### src/rtl/mem_stage.sv
// RV32I memory stage: issues loads/stores over a req/ack data port, aligns and
// extends load data, and presents a registered writeback bundle to WB.
module mem_stage #(
    parameter int unsigned ACK_TIMEOUT = 255
) (
    input  logic        clk,
    input  logic        rst_n,
    input  logic        in_valid,
    output logic        in_ready,
    input  logic [31:0] IR,
    input  logic [31:0] alu_res,
    input  logic [31:0] B_res,
    input  logic [31:0] PC_res,
    output logic        dmem_req,
    output logic        dmem_we,
    output logic [31:0] dmem_addr,
    output logic [3:0]  dmem_be,
    output logic [31:0] dmem_wdata,
    input  logic        dmem_ack,
    input  logic [31:0] dmem_rdata,
    output logic        out_valid,
    output logic        wb_en,
    output logic [4:0]  wb_rd,
    output logic [31:0] wb_data,
    output logic        err
);
    localparam int unsigned XLEN    = 32;
    localparam int unsigned BE_W    = XLEN / 8;
    localparam int unsigned RD_W    = 5;
    localparam int unsigned CNT_W   = (ACK_TIMEOUT < 2) ? 1 : $clog2(ACK_TIMEOUT);
    localparam int unsigned TO_LAST = (ACK_TIMEOUT == 0) ? 0 : ACK_TIMEOUT - 1;

    localparam logic [6:0] OP_LOAD   = 7'b0000011;
    localparam logic [6:0] OP_STORE  = 7'b0100011;
    localparam logic [6:0] OP_JAL    = 7'b1101111;
    localparam logic [6:0] OP_JALR   = 7'b1100111;
    localparam logic [6:0] OP_BRANCH = 7'b1100011;

    typedef enum logic [0:0] {S_IDLE, S_WAIT} state_e;
    typedef enum logic [1:0] {SZ_B, SZ_H, SZ_W} size_e;

    state_e            state_q, state_d;
    logic [CNT_W-1:0]  cnt_q, cnt_d;

    // Context of the outstanding access, needed when the ack arrives
    logic              pend_ld_q, pend_ld_d;
    size_e             pend_size_q, pend_size_d;
    logic              pend_uns_q, pend_uns_d;
    logic [1:0]        pend_off_q, pend_off_d;
    logic [RD_W-1:0]   pend_rd_q, pend_rd_d;

    logic              in_ready_d;
    logic              dmem_req_d, dmem_we_d;
    logic [XLEN-1:0]   dmem_addr_d, dmem_wdata_d;
    logic [BE_W-1:0]   dmem_be_d;
    logic              out_valid_d, wb_en_d, err_d;
    logic [RD_W-1:0]   wb_rd_d;
    logic [XLEN-1:0]   wb_data_d;

    logic [6:0]        opcode;
    logic [2:0]        funct3;
    logic [RD_W-1:0]   rd;
    logic              is_load, is_store, is_mem;
    size_e             acc_size;
    logic              acc_uns;
    logic              misaligned;
    logic [BE_W-1:0]   st_be;
    logic [XLEN-1:0]   st_wdata;
    logic              nm_wb_en;
    logic [XLEN-1:0]   nm_wb_data;
    logic [7:0]        ld_byte;
    logic [15:0]       ld_half;
    logic [XLEN-1:0]   ld_value;
    logic              timed_out;

    logic unused_ir;
    assign unused_ir = ^IR[31:15];

    assign opcode = IR[6:0];
    assign funct3 = IR[14:12];
    assign rd     = IR[11:7];

    // Access size, alignment and store lane placement
    always_comb begin
        is_load  = (opcode == OP_LOAD);
        is_store = (opcode == OP_STORE);
        is_mem   = is_load | is_store;
        acc_size = SZ_W;
        acc_uns  = 1'b0;
        case (funct3)
            3'b000:  acc_size = SZ_B;
            3'b001:  acc_size = SZ_H;
            3'b100:  if (is_load) begin acc_size = SZ_B; acc_uns = 1'b1; end
            3'b101:  if (is_load) begin acc_size = SZ_H; acc_uns = 1'b1; end
            default: acc_size = SZ_W;
        endcase

        misaligned = 1'b0;
        st_be      = '1;
        st_wdata   = B_res;
        case (acc_size)
            SZ_B: begin
                st_be    = BE_W'(4'b0001 << alu_res[1:0]);
                st_wdata = {4{B_res[7:0]}};
            end
            SZ_H: begin
                misaligned = alu_res[0];
                st_be      = BE_W'(4'b0011 << alu_res[1:0]);
                st_wdata   = {2{B_res[15:0]}};
            end
            default: misaligned = (alu_res[1:0] != 2'b00);
        endcase
    end

    // Writeback selection for bundles that retire without a memory access
    always_comb begin
        nm_wb_en   = 1'b1;
        nm_wb_data = alu_res;
        case (opcode)
            OP_JAL, OP_JALR:     nm_wb_data = PC_res + XLEN'(4);
            OP_BRANCH, OP_STORE: nm_wb_en   = 1'b0;
            default:             nm_wb_en   = 1'b1;
        endcase
        if (rd == '0) nm_wb_en = 1'b0;
    end

    // Load lane extraction and extension
    always_comb begin
        ld_byte  = 8'(dmem_rdata >> {pend_off_q, 3'b000});
        ld_half  = 16'(dmem_rdata >> {pend_off_q[1], 4'b0000});
        ld_value = dmem_rdata;
        case (pend_size_q)
            SZ_B: ld_value = pend_uns_q ? {24'b0, ld_byte} : {{24{ld_byte[7]}}, ld_byte};
            SZ_H: ld_value = pend_uns_q ? {16'b0, ld_half} : {{16{ld_half[15]}}, ld_half};
            default: ld_value = dmem_rdata;
        endcase
    end

    assign timed_out = (ACK_TIMEOUT != 0) && (cnt_q == CNT_W'(TO_LAST));

    // Next-state and registered-output logic
    always_comb begin
        state_d      = state_q;
        cnt_d        = cnt_q;
        pend_ld_d    = pend_ld_q;
        pend_size_d  = pend_size_q;
        pend_uns_d   = pend_uns_q;
        pend_off_d   = pend_off_q;
        pend_rd_d    = pend_rd_q;
        in_ready_d   = in_ready;
        dmem_req_d   = dmem_req;
        dmem_we_d    = dmem_we;
        dmem_addr_d  = dmem_addr;
        dmem_be_d    = dmem_be;
        dmem_wdata_d = dmem_wdata;
        out_valid_d  = 1'b0;
        wb_en_d      = wb_en;
        wb_rd_d      = wb_rd;
        wb_data_d    = wb_data;
        err_d        = err;

        case (state_q)
            S_IDLE: begin
                in_ready_d = 1'b1;
                if (in_valid) begin
                    if (is_mem && !misaligned) begin
                        state_d      = S_WAIT;
                        cnt_d        = '0;
                        in_ready_d   = 1'b0;
                        dmem_req_d   = 1'b1;
                        dmem_we_d    = is_store;
                        dmem_addr_d  = {alu_res[31:2], 2'b00};
                        dmem_be_d    = st_be;
                        dmem_wdata_d = st_wdata;
                        pend_ld_d    = is_load;
                        pend_size_d  = acc_size;
                        pend_uns_d   = acc_uns;
                        pend_off_d   = alu_res[1:0];
                        pend_rd_d    = rd;
                    end else begin
                        out_valid_d = 1'b1;
                        wb_rd_d     = rd;
                        err_d       = is_mem;
                        wb_en_d     = is_mem ? 1'b0 : nm_wb_en;
                        wb_data_d   = is_mem ? '0 : nm_wb_data;
                    end
                end
            end
            S_WAIT: begin
                in_ready_d = 1'b0;
                if (dmem_ack || timed_out) begin
                    state_d     = S_IDLE;
                    in_ready_d  = 1'b1;
                    dmem_req_d  = 1'b0;
                    dmem_we_d   = 1'b0;
                    dmem_be_d   = '0;
                    out_valid_d = 1'b1;
                    wb_rd_d     = pend_rd_q;
                    err_d       = !dmem_ack;
                    wb_en_d     = dmem_ack && pend_ld_q && (pend_rd_q != '0);
                    wb_data_d   = (dmem_ack && pend_ld_q) ? ld_value : '0;
                end else begin
                    cnt_d = cnt_q + CNT_W'(1);
                end
            end
            default: state_d = S_IDLE;
        endcase
    end

    always_ff @(posedge clk or negedge rst_n) begin
        if (!rst_n) begin
            state_q     <= S_IDLE;
            cnt_q       <= '0;
            pend_ld_q   <= 1'b0;
            pend_size_q <= SZ_B;
            pend_uns_q  <= 1'b0;
            pend_off_q  <= '0;
            pend_rd_q   <= '0;
            in_ready    <= 1'b1;
            dmem_req    <= 1'b0;
            dmem_we     <= 1'b0;
            dmem_addr   <= '0;
            dmem_be     <= '0;
            dmem_wdata  <= '0;
            out_valid   <= 1'b0;
            wb_en       <= 1'b0;
            wb_rd       <= '0;
            wb_data     <= '0;
            err         <= 1'b0;
        end else begin
            state_q     <= state_d;
            cnt_q       <= cnt_d;
            pend_ld_q   <= pend_ld_d;
            pend_size_q <= pend_size_d;
            pend_uns_q  <= pend_uns_d;
            pend_off_q  <= pend_off_d;
            pend_rd_q   <= pend_rd_d;
            in_ready    <= in_ready_d;
            dmem_req    <= dmem_req_d;
            dmem_we     <= dmem_we_d;
            dmem_addr   <= dmem_addr_d;
            dmem_be     <= dmem_be_d;
            dmem_wdata  <= dmem_wdata_d;
            out_valid   <= out_valid_d;
            wb_en       <= wb_en_d;
            wb_rd       <= wb_rd_d;
            wb_data     <= wb_data_d;
            err         <= err_d;
        end
    end

endmodule

### config.mk
export PLATFORM = sky130hd
export DESIGN_NAME = mem_stage
export DESIGN_NICKNAME = d
export VERILOG_FILES = /design/src/rtl/mem_stage.sv
export SDC_FILE = /design/constraint.sdc
export NUM_CORES = 1
export LEC_CHECK = 0
export BUFFER_PORTS_ARGS = -buffer_cell sky130_fd_sc_hd__clkbuf_2
export CORE_AREA = 2 2 119 121
export DETAILED_ROUTE_END_ITERATION = 12
export DIE_AREA = 0 0 121 123
export GPL_ROUTABILITY_DRIVEN = 1
export GPL_TIMING_DRIVEN = 0
export HOLD_SLACK_MARGIN = 0.12
export PLACE_DENSITY = 0.86
export REMOVE_ABC_BUFFERS = 1
export SETUP_SLACK_MARGIN = 0.3
export SLEW_MARGIN = 25
export SYNTH_ARGS = -nofsm -noshare
export SYNTH_HDL_FRONTEND = slang
export SYNTH_SLANG_ARGS = --single-unit
### constraint.sdc
create_clock -name clk -period 4.3 [get_ports clk]
set_input_delay 0.86 -clock clk [delete_from_list [all_inputs] [get_ports clk]]
set_output_delay 0.86 -clock clk [all_outputs]
set_load 0.02 [all_outputs]
* Yosys cells after proc, flatten, opt, wreduce, memory -nomap -nowiden
Cells that the tools add are included.
Word-level totals: register bits 129, latch bits 0, bits in writable memories 0, bits in read-only memories 0, bits of input ports 164, output and inout bits 111, word-level logic and storage cells 119, memories kept 0
Cells by class: add/sub/neg operators 2, multiply operators 0, div/mod/pow operators 0, $lt $le $gt $ge 0, equal/unequal tests 16, shift-type cells 4, muxes and demuxes 58, bitwise logic cells 2, reductions and logical operators 19
Operator list (count):
- 32-bit 2-to-1 mux | 8
- 32-bit one-hot mux with 2 select lines | 3
- 32-bit by 3-bit adder with 32-bit output, second input constant | 1
- 32-bit by 5-bit >> shifter with 16-bit output | 1
- 32-bit by 5-bit >> shifter with 8-bit output | 1
- 8-bit 2-to-1 mux | 3
- 1-bit 2-to-1 mux | 23
- 7-bit == test, second input constant | 3
- 1-bit one-hot mux with 2 select lines | 8
- 4-bit one-hot mux with 2 select lines | 2
- 8-bit one-hot mux with 2 select lines | 1
- 5-bit 2-to-1 mux | 3
- 4-bit 2-to-1 mux | 3
- 3-bit AND reduction | 4
- 5-bit one-hot mux with 2 select lines | 1
- 8-bit by 1-bit adder with 8-bit output, second input constant | 1
- 8-bit == test, second input constant | 1
- 2-bit != test, second input constant | 4
- 2-bit one-hot mux with 4 select lines | 1
- 7-bit by 2-bit == test with 1-bit output, second input constant | 1
- 7-bit by 6-bit == test with 1-bit output, second input constant | 1
- 3-bit == test, second input constant | 2
- 2-bit OR reduction | 3
- 5-bit zero test | 1
- 15 further kinds | 21

* Depth between registers and ports, before layout
Gate-level depths: netlist (run 1).
depth after elaboration 10, mapped depth 9, depth with buffers taken out 8

* Worst setup path after synthesis (run 1)
OpenSTA, ideal clock, no wires.
path kind input to register, from in IR[6], to reg dmem_wdata[26], arrival time 2.248 ns, setup slack 1.917 ns, stages on the path 6, path buffers 1, path through or3_4 or3_4 a21o_1 buf_6 a211oi_4 o31ai_2
On the way: longest elaborated chain between the ends 8, elaborated cells on any way between the ends 13, those cells by class eq/ne (3); mux (5); bitwise (1); reduce/logical (4)
RTL lines:
- start, declared | line 10 | input logic [31:0] IR,
- 7-bit by 2-bit == test with 1-bit output | line 85 | is_load = (opcode == OP_LOAD);
- 2-bit 2-to-1 mux (on tied branches) | line 94, 93
- 2-bit one-hot mux with 4 select lines | line 90 | case (funct3)
- 2-bit by 1-bit == test with 1-bit output / 2-bit zero test (equally long branches) | line 101 | case (acc_size)
- 1-bit one-hot mux with 2 select lines | line 101
- 1-bit zero test | line 166 | if (is_mem && !misaligned) begin
- 1-bit logical AND | line 166
- 3-bit AND reduction (no source line)
- end signal, assigned | line 243 | dmem_wdata <= dmem_wdata_d;
- end, declared | line 18 | output logic [31:0] dmem_wdata,
Parallel ways exist; a longest one is shown, timed or not. A chain may end at the register's enable or synchronous reset.

* Worst setup path in the final report (run 1)
from in IR[12], to reg wb_data[11]
On the way: longest elaborated chain between the ends 8, elaborated cells on any way between the ends 12, those cells by class eq/ne (5); mux (2); reduce/logical (5)
RTL lines:
- 3-bit == test (tied with other cells) | line 90
- 2-bit one-hot mux with 4 select lines (*) | line 90
- 2-bit by 1-bit == test with 1-bit output / 2-bit zero test (equally long branches) | line 101
- 1-bit one-hot mux with 2 select lines (*) | line 101
- 1-bit zero test (*) | line 166
- 1-bit logical AND (*) | line 166
- 2-bit != test (no source line) (*)
- 3-bit AND reduction (no source line) (*)
- end signal, assigned | line 247 | wb_data <= wb_data_d;
- end, declared | line 24 | output logic [31:0] wb_data,
Mark *: on every way between the ends. The rest lies on a longest branch, timed or not.

==> results of run 1 <==
cell type report:
cell class | count | area, µm²
fillers | 1097 | 4390
repair buffers | 259 | 1380
clock buffers | 18 | 439
flip-flops and latches | 129 | 3230
clock inverters | 14 | 236
multi-input cells | 633 | 3670
inverters | 12 | 45.0
well taps | 180 | 225
state kept, by name, indices dropped and copies added (netlist names), 2 cells and up:
register / count
cnt_q: 8
wb_rd: 5
dmem_wdata: 32
dmem_addr: 30
dmem_be: 4
pend_rd_q: 5
pend_off_q: 2
pend_size_q: 2
wb_data: 32
critical path, delay by kind of cell:
| family | cells | cell delay, ns |
|---|---|---|
| simple gates | 1 | 0.25 |
| compound gates | 4 | 1.43 |
| buf+inv | 2 | 0.93 |
cells by family (layout without fill, tap and decap cells):
kind of cell / after synthesis / in the layout / share of synthesized area [%]
fa+ha+maj: 3 / 3 / 0.522
compound gates: 208 / 208 / 21.5
simple gates: 384 / 384 / 23.9
buf+inv: 66 / 303 / 4.39
flops: 129 / 129 / 44.9
xor+xnor: 19 / 19 / 2.32
other cells: 1 / 2 / 0.0522
mux: 17 / 17 / 2.40
stage by stage:
stage               instance area (µm²)  setup slack [ns]  utilization [%]
floorplan                          6920             0.984                -
CTS                                9220              1.07             67.7
detailed placement                 8540             0.627             62.8
global route                       9230             0.860             67.8
global placement                   8420            -0.594             61.9
finish                             9230              1.04             67.8
power by group through the flow:
stage               registers, mW  logic [mW]  clock network (mW)
global placement             1.41       0.619                   0
CTS                          1.39       0.641                1.66
detailed placement           1.41       0.637                   0
global route                 1.40       0.694                1.73
floorplan                    1.53       0.221                   0
finish                       1.39       0.642                1.65
synthesized netlist by cell type (3+ instances only):
cell	instances	share of area [%]
a21o_1	19	2.0
a211oi_2	7	1.2
a211o_1	12	1.5
a221oi_1	4	0.49
nand4_1	8	0.70
a21oi_1	31	2.2
nor2b_1	16	1.4
clkbuf_1	25	1.3
o21a_1	8	0.84
o21ai_0	29	2.0
and3_1	7	0.61
dfrtp_1	128	45
nand2b_1	4	0.35
buf_1	6	0.31
ha_1	3	0.52
nand3_1	17	1.2
and4_1	5	0.61
a22oi_1	11	1.1
nor3_1	17	1.2
inv_1	11	0.57
or3_1	8	0.70
a31oi_1	25	2.2
mux2i_1	15	2.1
buf_6	5	0.78
o31a_1	5	0.61
xnor2_1	6	0.73
nor2_1	78	4.1
buf_2	15	1.0
xor2_1	13	1.6
o221ai_1	15	1.8
nor4_1	11	0.96
nand2_1	197	10
buf_4	3	0.31
o211a_1	5	0.70
o31ai_1	17	1.8
routing by layer:
metal  routed length, µm  part of all wire [%]
met4                1080                   4.6
met5                   0                     0
met2               11100                    48
met3                1680                   7.2
met1                9340                    40
worst min path at each step:
stage                  startpoint             end  slack (ns)  depth (start not counted)
global placement        pend_ld_q       pend_ld_q        0.46                          2
detailed placement  dmem_addr[27]   dmem_addr[27]        0.46                          2
floorplan               pend_ld_q       pend_ld_q        0.44                          2
CTS                         rst_n  dmem_wdata[25]        0.40                          1
finish                      rst_n  dmem_wdata[28]        0.39                          1
global route                rst_n  dmem_wdata[28]        0.42                          1
==> flow_metrics.py, run 1 <==
metrics = {
    "placed_design": {
        "place.gp.congestion": 0.929,
        "hpwl_um": 16800,
        "dpl.cell_count": 1213,
        "place.port_buffers": 255,
    },
    "sta": {
        "slew_headroom_pct": 31.7,
        "tns_ns": 0,
        "tightest_slew_ns": 1.02,
        "finalClockSkew_ns": 0.00702,
        "whs_ns": 0.388,
        "fmax_ghz": 0.306,
        "period_share_pct": 75.9,
        "hold_viol": 0,
        "slew_violations": 0,
        "setup_viol": 0,
        "period_needed_ns": 3.26,
        "grt_setup_unrepaired": "no",
    },
    "die": {
        "dieWidth_um": 121,
        "die-area_um2": 14900,
        "core_um2": 13600,
        "io-pin-count": 275,
        "start_util_pct": 52.8,
        "fp.dieH_um": 123,
        "rows": 43,
    },
    "cells_and_area": {
        "antennaDiodeCount": 0,
        "nets": 1219,
        "instances_no_fill": 1245,
        "synthToLayoutAreaGrowth_pct": 28.4,
        "final_common_cell": "clkbuf_2",
        "final_cell_mix": "clkbuf_2 (254), nand2_1 (196), dfrtp_1 (128)",
        "layout-drive-gt1-share_pct": 30.3,
    },
    "clock_network": {
        "hold_buffers": 0,
        "clkTransAtPathRegs_ns": 0.06,
        "cts_buffers": 17,
        "cts_setup_buffers": 0,
        "clock_sinks": 129,
        "post_cts_resized": 0,
        "cts_root_buf": "clkbuf_16",
        "clk-insertion-delay-late_ns": 0.42,
        "htree_levels": 4,
        "cts_buffer_depth": 2,
        "cts_tree": "done",
    },
    "synthesis": {
        "synth_flop_cell": "dfrtp_1",
        "syn-cell-area_um2": 7190,
        "ys_warn_count": 0,
        "ys_seq_area_share_pct": 44.9,
        "yosys.cell_types.count": 66,
        "synth_seq_cells": 129,
        "syn_avg_cell_area_um2": 8.69,
        "netlist_instances": 827,
        "synth_edf_count": 0,
        "synthArstFlopShare_pct": 100,
    },
    "global_route": {
        "grt_pass1_vias": 6740,
        "grt_use_total_pct": 30.6,
        "use_met3_pct": 5.95,
        "antenna_found_initial": 0,
        "overflow": 0,
        "use_met2_pct": 48.5,
        "busiest_layer": "met2",
        "met1_usage_pct": 40.0,
        "grt_max_degree": 78,
        "grt_pass1_wl_um": 35100,
    },
    "worst_hold_path": {
        "min_path_type": "in -> async",
    },
    "setup_path": {
        "slowest_delay_ns": 0.68,
        "r2r_slack_ns": 1.38,
        "crit_end": "wb_data[11]",
        "critical_path_required_ns": 4.54,
        "r2r_cells": 6,
        "critPathSlowestCell": "a2bb2oi_4",
        "cp.arrival_ns": 3.51,
        "end_kind": "register",
        "cp-startpoint": "IR[12]",
        "path_cells": "clkbuf_2, a221oi_1, o211ai_1, a2bb2oi_4, inv_2, nor2_1, a31oi_1",
        "crit_path_max_fanout": 54,
        "r2r-start": "state_q",
        "crit_path_start_kind": "input port",
        "path_class": "in -> reg",
        "reg2reg_to": "wb_data[11]",
    },
    "run_status": {
        "status": "completed",
    },
    "power": {
        "p_per_area_nw_per_um2": 399,
        "power_mw": 3.68,
        "p_leak_nw": 4.69,
        "combPwrFrac_pct": 17.4,
        "peakVddDrop_mv": 0.299,
        "p_seq_share_pct": 37.8,
        "p_int_mw": 2.66,
        "p_sw_mw": 1.03,
        "swShare_pct": 27.8,
        "clkPwrFrac_pct": 44.8,
    },
    "detailed_routing": {
        "drt_iter0_drc": 632,
        "wire_per_inst_um": 18.7,
        "route.detailed.drc": 0,
        "ant_nets": 0,
        "routed_wl_um": 23300,
        "vias": 7325,
        "firstDrtPassIters": 7,
        "vias_per_cell": 5.88,
    },
    "flow_run": {
        "cap_violations": 0,
    },
}
Power figures use the tool's default switching activity.
==> run 2, diff against run 1 <==
--- a/config.mk
+++ b/config.mk
@@ -6,13 +6,13 @@
 export NUM_CORES = 1
 export LEC_CHECK = 0
 export BUFFER_PORTS_ARGS = -buffer_cell sky130_fd_sc_hd__clkbuf_2
-export CORE_AREA = 2 2 119 121
+export CORE_AREA = 2 2 123 125
 export DETAILED_ROUTE_END_ITERATION = 12
-export DIE_AREA = 0 0 121 123
+export DIE_AREA = 0 0 125 127
 export GPL_ROUTABILITY_DRIVEN = 1
 export GPL_TIMING_DRIVEN = 0
 export HOLD_SLACK_MARGIN = 0.12
-export PLACE_DENSITY = 0.86
+export PLACE_DENSITY = 0.81
 export REMOVE_ABC_BUFFERS = 1
 export SETUP_SLACK_MARGIN = 0.3
 export SLEW_MARGIN = 25
==> constraint.sdc (replaced) <==
create_clock -name clk -period 3.05 [get_ports clk]
set_input_delay 0.61 -clock clk [delete_from_list [all_inputs] [get_ports clk]]
set_output_delay 0.61 -clock clk [all_outputs]
set_load 0.02 [all_outputs]
==> run 2 against run 1 <==
Sequential share of layout area decreased by 0.28 points; clock-buffer cell count increased by 6; hold slack improved by 0.0073 ns; combinational power increased by 43%; via count decreased by 0.52%.
==> flow_metrics.py, run 2 (synthesis results as in run 1) <==
metrics = {
    "cells_and_area": {
        "layout-drive-gt1-share_pct": 31.0,
        "antennaDiodeCount": 0,
        "num-fill-cells": 1249,
        "synthToLayoutAreaGrowth_pct": 29.5,
        "nets": 1229,
        "final_common_cell": "clkbuf_2",
        "instances_no_fill": 1259,
        "fin_util_pct": 64.5,
        "final_cell_mix": "clkbuf_2 (254), nand2_1 (196), dfrtp_1 (126)",
        "regArea_um2": 3230,
        "top_regs": "dmem_wdata: 32 flops, wb_data: 32 flops, dmem_addr: 30 flops",
        "multi_input_area_um2": 3700,
    },
    "detailed_routing": {
        "firstDrtPassIters": 5,
        "wire_per_inst_um": 18.7,
        "routed_wl_um": 23500,
        "drt_iter0_drc": 546,
        "vias_per_cell": 5.79,
        "vias": 7287,
        "ant_nets": 0,
        "route.detailed.drc": 0,
    },
    "clock_network": {
        "cts_tree": "done",
        "clkTransAtPathRegs_ns": 0.06,
        "clk-insertion-delay-late_ns": 0.43,
        "cts_buffer_depth": 2,
        "cts_root_buf": "clkbuf_16",
        "clock_sinks": 129,
        "htree_levels": 4,
        "cts_buffers": 17,
    },
    "run_status": {
        "status": "completed",
    },
    "die": {
        "start_util_pct": 49.8,
        "io-pin-count": 275,
        "dieWidth_um": 125,
        "fp.dieH_um": 127,
        "rows": 44,
        "die-area_um2": 15900,
        "core_um2": 14400,
    },
    "flow_run": {
        "cap_violations": 0,
    },
    "global_route": {
        "grt_max_degree": 83,
        "antenna_found_initial": 0,
        "overflow": 0,
        "grt_pass1_wl_um": 37400,
        "grt_pass1_vias": 7027,
        "grt_use_total_pct": 29.8,
    },
    "setup_path": {
        "crit_path_max_fanout": 16,
        "critical_path_required_ns": 3.39,
        "cp.arrival_ns": 2.83,
        "end_kind": "register",
        "path_class": "reg -> reg",
        "r2r_slack_ns": 0.56,
        "crit_path_start_kind": "register",
    },
    "sta": {
        "fmax_ghz": 0.402,
        "hold_viol": 0,
        "period_share_pct": 81.6,
        "grt_setup_unrepaired": "no",
        "tns_ns": 0,
        "setup_slack_ns": 0.560,
        "setup_viol": 0,
        "slew_violations": 0,
        "tightest_slew_ns": 0.997,
        "slew_headroom_pct": 33.5,
        "finalClockSkew_ns": 0.0122,
        "period_needed_ns": 2.49,
    },
    "placed_design": {
        "place.port_buffers": 255,
        "hpwl_um": 16800,
        "dp_slack_ns": -0.422,
        "place.gp.congestion": 0.921,
        "dpl.cell_count": 1219,
    },
    "power": {
        "p_per_area_nw_per_um2": 530,
        "peakVddDrop_mv": 0.452,
        "p_leak_nw": 4.72,
    },
    "worst_hold_path": {
        "min_path_type": "in -> reg",
    },
}
## run 2: cell count changes in the layout (fill, tap and decap cells not counted), moves of 2 or more
| cell | change |
|---|---|
| buf_12 | -2 |
| bufinv_16 | -4 |
| dfrtp_1 | -2 |
| buf_4 | +6 |
| dfrtp_2 | +2 |
| buf_16 | +4 |
| clkbuf_8 | +3 |
| clkbuf_1 | +3 |
## run 2: through the flow
stage | instance area [µm²] | power [mW] | hold slack (ns)
after floorplan | 6920 | 2.46 | 0.314
after global placement | 8430 | 2.86 | 0.456
after detailed placement | 8620 | 2.89 | 0.418
after CTS | 9260 | 4.94 | 0.392
after global routing | 9310 | 5.14 | 0.406
final | 9310 | 4.94 | 0.395
## run 2: layer usage
layer	part of all wire, %	global-route usage, %
met1	42	39.6
met3	7.0	6.16
met5	0	0
met2	47	47.3
met4	3.9	13.7
## run 2: layout make-up
cell class / count / area share [%]
multi-input cells: 634 / 39.7
clock buffers: 24 / 5.28
flip-flops and latches: 129 / 34.7
clock inverters: 8 / 1.10
well taps: 184 / 2.47
inverters: 12 / 0.511
repair buffers: 268 / 16.2
## run 2: final timing paths
check                                 to  depth (start not counted)           start
max                          wb_data[10]                          5  pend_size_q[0]
min                        dmem_addr[30]                          3     alu_res[30]
max reg2reg                  wb_data[10]                          5  pend_size_q[0]
min reg2reg                 dmem_addr[2]                          2    dmem_addr[2]
max in group asynchronous       in_ready                          4           rst_n
min in group asynchronous  dmem_wdata[1]                          2           rst_n
## run 2: what timing repair did
action | 4_1_cts | 5_1_grt
pin swaps | 2 | 2
buffers inserted | 2 | 4
cloned | 1 | 0
gates resized for setup | 2 | 4
hold endpoints to repair | 1 | 0
endpoints found under the setup margin | 32 | 29
hold buffers | 1 | 0
## run 2: worst max-delay path, cell delays in order (launching register included)
cell	delay, ns
dfrtp_1	0.51
nor2b_2	0.56
a32oi_2	0.25
o21ai_1	0.48
o221ai_1	0.33
a31oi_1	0.27
## run 2: where the power goes
group	switching, mW	internal [mW]	leakage (nW)
clock network	0.765	1.29	0.286
logic	0.580	0.342	2.78
registers	0.0991	1.86	1.66
==> run 3, diff against run 2 <==
--- a/config.mk
+++ b/config.mk
@@ -6,13 +6,13 @@
 export NUM_CORES = 1
 export LEC_CHECK = 0
 export BUFFER_PORTS_ARGS = -buffer_cell sky130_fd_sc_hd__clkbuf_2
-export CORE_AREA = 2 2 123 125
+export CORE_AREA = 2 2 130 132
 export DETAILED_ROUTE_END_ITERATION = 12
-export DIE_AREA = 0 0 125 127
+export DIE_AREA = 0 0 132 134
 export GPL_ROUTABILITY_DRIVEN = 1
 export GPL_TIMING_DRIVEN = 0
 export HOLD_SLACK_MARGIN = 0.12
-export PLACE_DENSITY = 0.81
+export PLACE_DENSITY = 0.76
 export REMOVE_ABC_BUFFERS = 1
 export SETUP_SLACK_MARGIN = 0.3
 export SLEW_MARGIN = 25
==> constraint.sdc (replaced) <==
create_clock -name clk -period 2.05 [get_ports clk]
set_input_delay 0.41 -clock clk [delete_from_list [all_inputs] [get_ports clk]]
set_output_delay 0.41 -clock clk [all_outputs]
set_load 0.02 [all_outputs]
==> run 3 against run 2 <==
Via count rose by 7.8%; critical path type is now in -> reg; die area is 11% higher; largest power group unchanged; power rose by 57%; cell area rose by 13%; first-iteration DRC count is 46% higher; setup slack got worse by 0.33 ns; clock-buffer cell count decreased by 1; flip-flop and latch count stayed put.
==> flow_metrics.py, run 3 (synthesis results as in run 1) <==
metrics = {
    "placed_design": {
        "dp_slack_ns": -1.29,
        "place.gp.congestion": 0.918,
        "hpwl_um": 17300,
        "dpl.cell_count": 1254,
        "place.port_buffers": 255,
    },
    "cells_and_area": {
        "top_regs": "dmem_wdata: 32 flops, wb_data: 32 flops, dmem_addr: 30 flops",
        "instances_no_fill": 1353,
        "final_cell_mix": "clkbuf_2 (251), nand2_1 (196), dfrtp_1 (124)",
        "antennaDiodeCount": 0,
        "synthToLayoutAreaGrowth_pct": 46.9,
        "nets": 1288,
        "final_common_cell": "clkbuf_2",
        "layout-drive-gt1-share_pct": 40.4,
    },
    "clock_network": {
        "cts_buffer_depth": 2,
        "clk-insertion-delay-late_ns": 0.42,
        "cts_tree": "done",
        "cts_root_buf": "clkbuf_16",
        "clkTransAtPathRegs_ns": 0.06,
        "htree_levels": 4,
        "clock_sinks": 129,
        "cts_buffers": 17,
    },
    "die": {
        "die-area_um2": 17700,
        "rows": 47,
        "io-pin-count": 275,
        "dieWidth_um": 132,
        "fp.dieH_um": 134,
        "core_um2": 16300,
        "start_util_pct": 44.1,
    },
    "power": {
        "peakVddDrop_mv": 0.593,
        "p_leak_nw": 5.12,
        "swShare_pct": 29.7,
        "p_per_area_nw_per_um2": 735,
        "clkPwrFrac_pct": 41.1,
        "power_mw": 7.76,
        "combPwrFrac_pct": 21.3,
        "p_sw_mw": 2.30,
        "p_seq_share_pct": 37.6,
        "p_int_mw": 5.45,
    },
    "setup_path": {
        "r2r-start": "pend_off_q[1]",
        "cp-startpoint": "IR[12]",
        "crit_path_start_kind": "input port",
        "crit_path_max_fanout": 21,
        "critical_path_required_ns": 2.35,
        "end_kind": "register",
        "cp.arrival_ns": 2.13,
        "path_class": "in -> reg",
    },
    "run_status": {
        "status": "completed",
    },
    "global_route": {
        "grt_pass1_vias": 7494,
        "grt_max_degree": 75,
        "grt_use_total_pct": 30.2,
        "antenna_found_initial": 1,
        "grt_pass1_wl_um": 41400,
        "overflow": 0,
    },
    "sta": {
        "tightest_slew_ns": 0.662,
        "finalClockSkew_ns": 0.0115,
        "grt_setup_unrepaired": "yes",
        "slew_violations": 0,
        "period_needed_ns": 1.82,
        "setup_slack_ns": 0.229,
        "fmax_ghz": 0.549,
        "tns_ns": 0,
        "setup_viol": 0,
        "hold_viol": 0,
        "slew_headroom_pct": 55.8,
        "period_share_pct": 88.8,
    },
    "detailed_routing": {
        "firstDrtPassIters": 8,
        "routed_wl_um": 27900,
        "vias_per_cell": 5.81,
        "drt_iter0_drc": 798,
        "vias": 7858,
        "route.detailed.drc": 0,
        "wire_per_inst_um": 20.6,
        "ant_nets": 0,
    },
    "worst_hold_path": {
        "min_path_type": "in -> reg",
        "min_from": "alu_res[21]",
    },
    "flow_run": {
        "cap_violations": 0,
    },
}
-- run 3: changes by cell type in the layout (fill, tap and decap cells not counted), moves of 8 or more --
cell | before | now
a22oi_2 | 0 | 8
nor2_1 | 76 | 58
buf_4 | 6 | 42
o221ai_1 | 15 | 6
nor2_4 | 2 | 11
nor2_2 | 2 | 13
a22oi_1 | 11 | 3
buf_12 | 0 | 10
-- run 3: power by group through the flow --
stage / Clock (mW) / Sequential, mW / Combinational (mW)
global placement: 0 / 2.95 / 1.31
global route: 3.34 / 2.94 / 1.76
CTS: 3.21 / 2.91 / 1.51
detailed placement: 0 / 2.96 / 1.35
floorplan: 0 / 3.20 / 0.463
finish: 3.18 / 2.92 / 1.65
-- run 3: layer usage --
metal | share of wire, % | up-vias | routed length (µm) | GRT usage (%)
li1 | - | 3544 | - | -
met1 | 41 | 3760 | 11500 | 40.4
met2 | 46 | 447 | 12900 | 46.5
met3 | 7.7 | 107 | 2140 | 6.61
met4 | 5.0 | 0 | 1410 | 15.4
met5 | 0 | - | 0 | 0
-- run 3: stage by stage --
step / cell area (µm²) / utilization (%) / hold slack, ns
5_1_grt: 10600 / 64.8 / 0.201
4_1_cts: 9960 / 61.2 / 0.189
3_3_place_gp: 8470 / 52.0 / 0.458
6_report: 10600 / 64.8 / 0.199
2_1_floorplan: 6920 / - / 0.114
3_5_place_dp: 8640 / 53.0 / 0.461
-- run 3: timing repair --
action | in CTS | in global routing
buffers inserted | 33 | 22
pin swaps | 13 | 36
hold endpoints to repair | 72 | 0
gates resized for setup | 60 | 75
hold buffers | 1 | 0
setup endpoints to repair | 129 | 86
gates cloned | 10 | 2
-- run 3: cell type report --
class	count	area [µm²]
sequential	129	3240
clock inverter	8	128
multi-input combinational	640	4260
clock buffer	23	488
timing repair inverter	3	36.3
timing repair buffer	318	2060
fill	1279	5730
inverter	12	77.6
tap	220	275
-- run 3: final timing paths --
kind	cells after the start	to	slack (ns)
setup / recovery	8	wb_data[15]	0.23
hold / removal	3	dmem_addr[21]	0.20
setup reg to reg	6	wb_data[29]	0.23
hold reg to reg	2	wb_rd[3]	0.47
max in group asynchronous	3	wb_rd[4]	0.76
min in group asynchronous	2	dmem_wdata[22]	0.59
-- run 3: critical path: stages --
cell and delay [ns]:
clkbuf_8 0.22, a221oi_4 0.36, o211ai_1 0.17, buf_4 0.19, a2bb2oi_4 0.28, buf_6 0.16
nor3_2 0.04, a221o_1 0.28
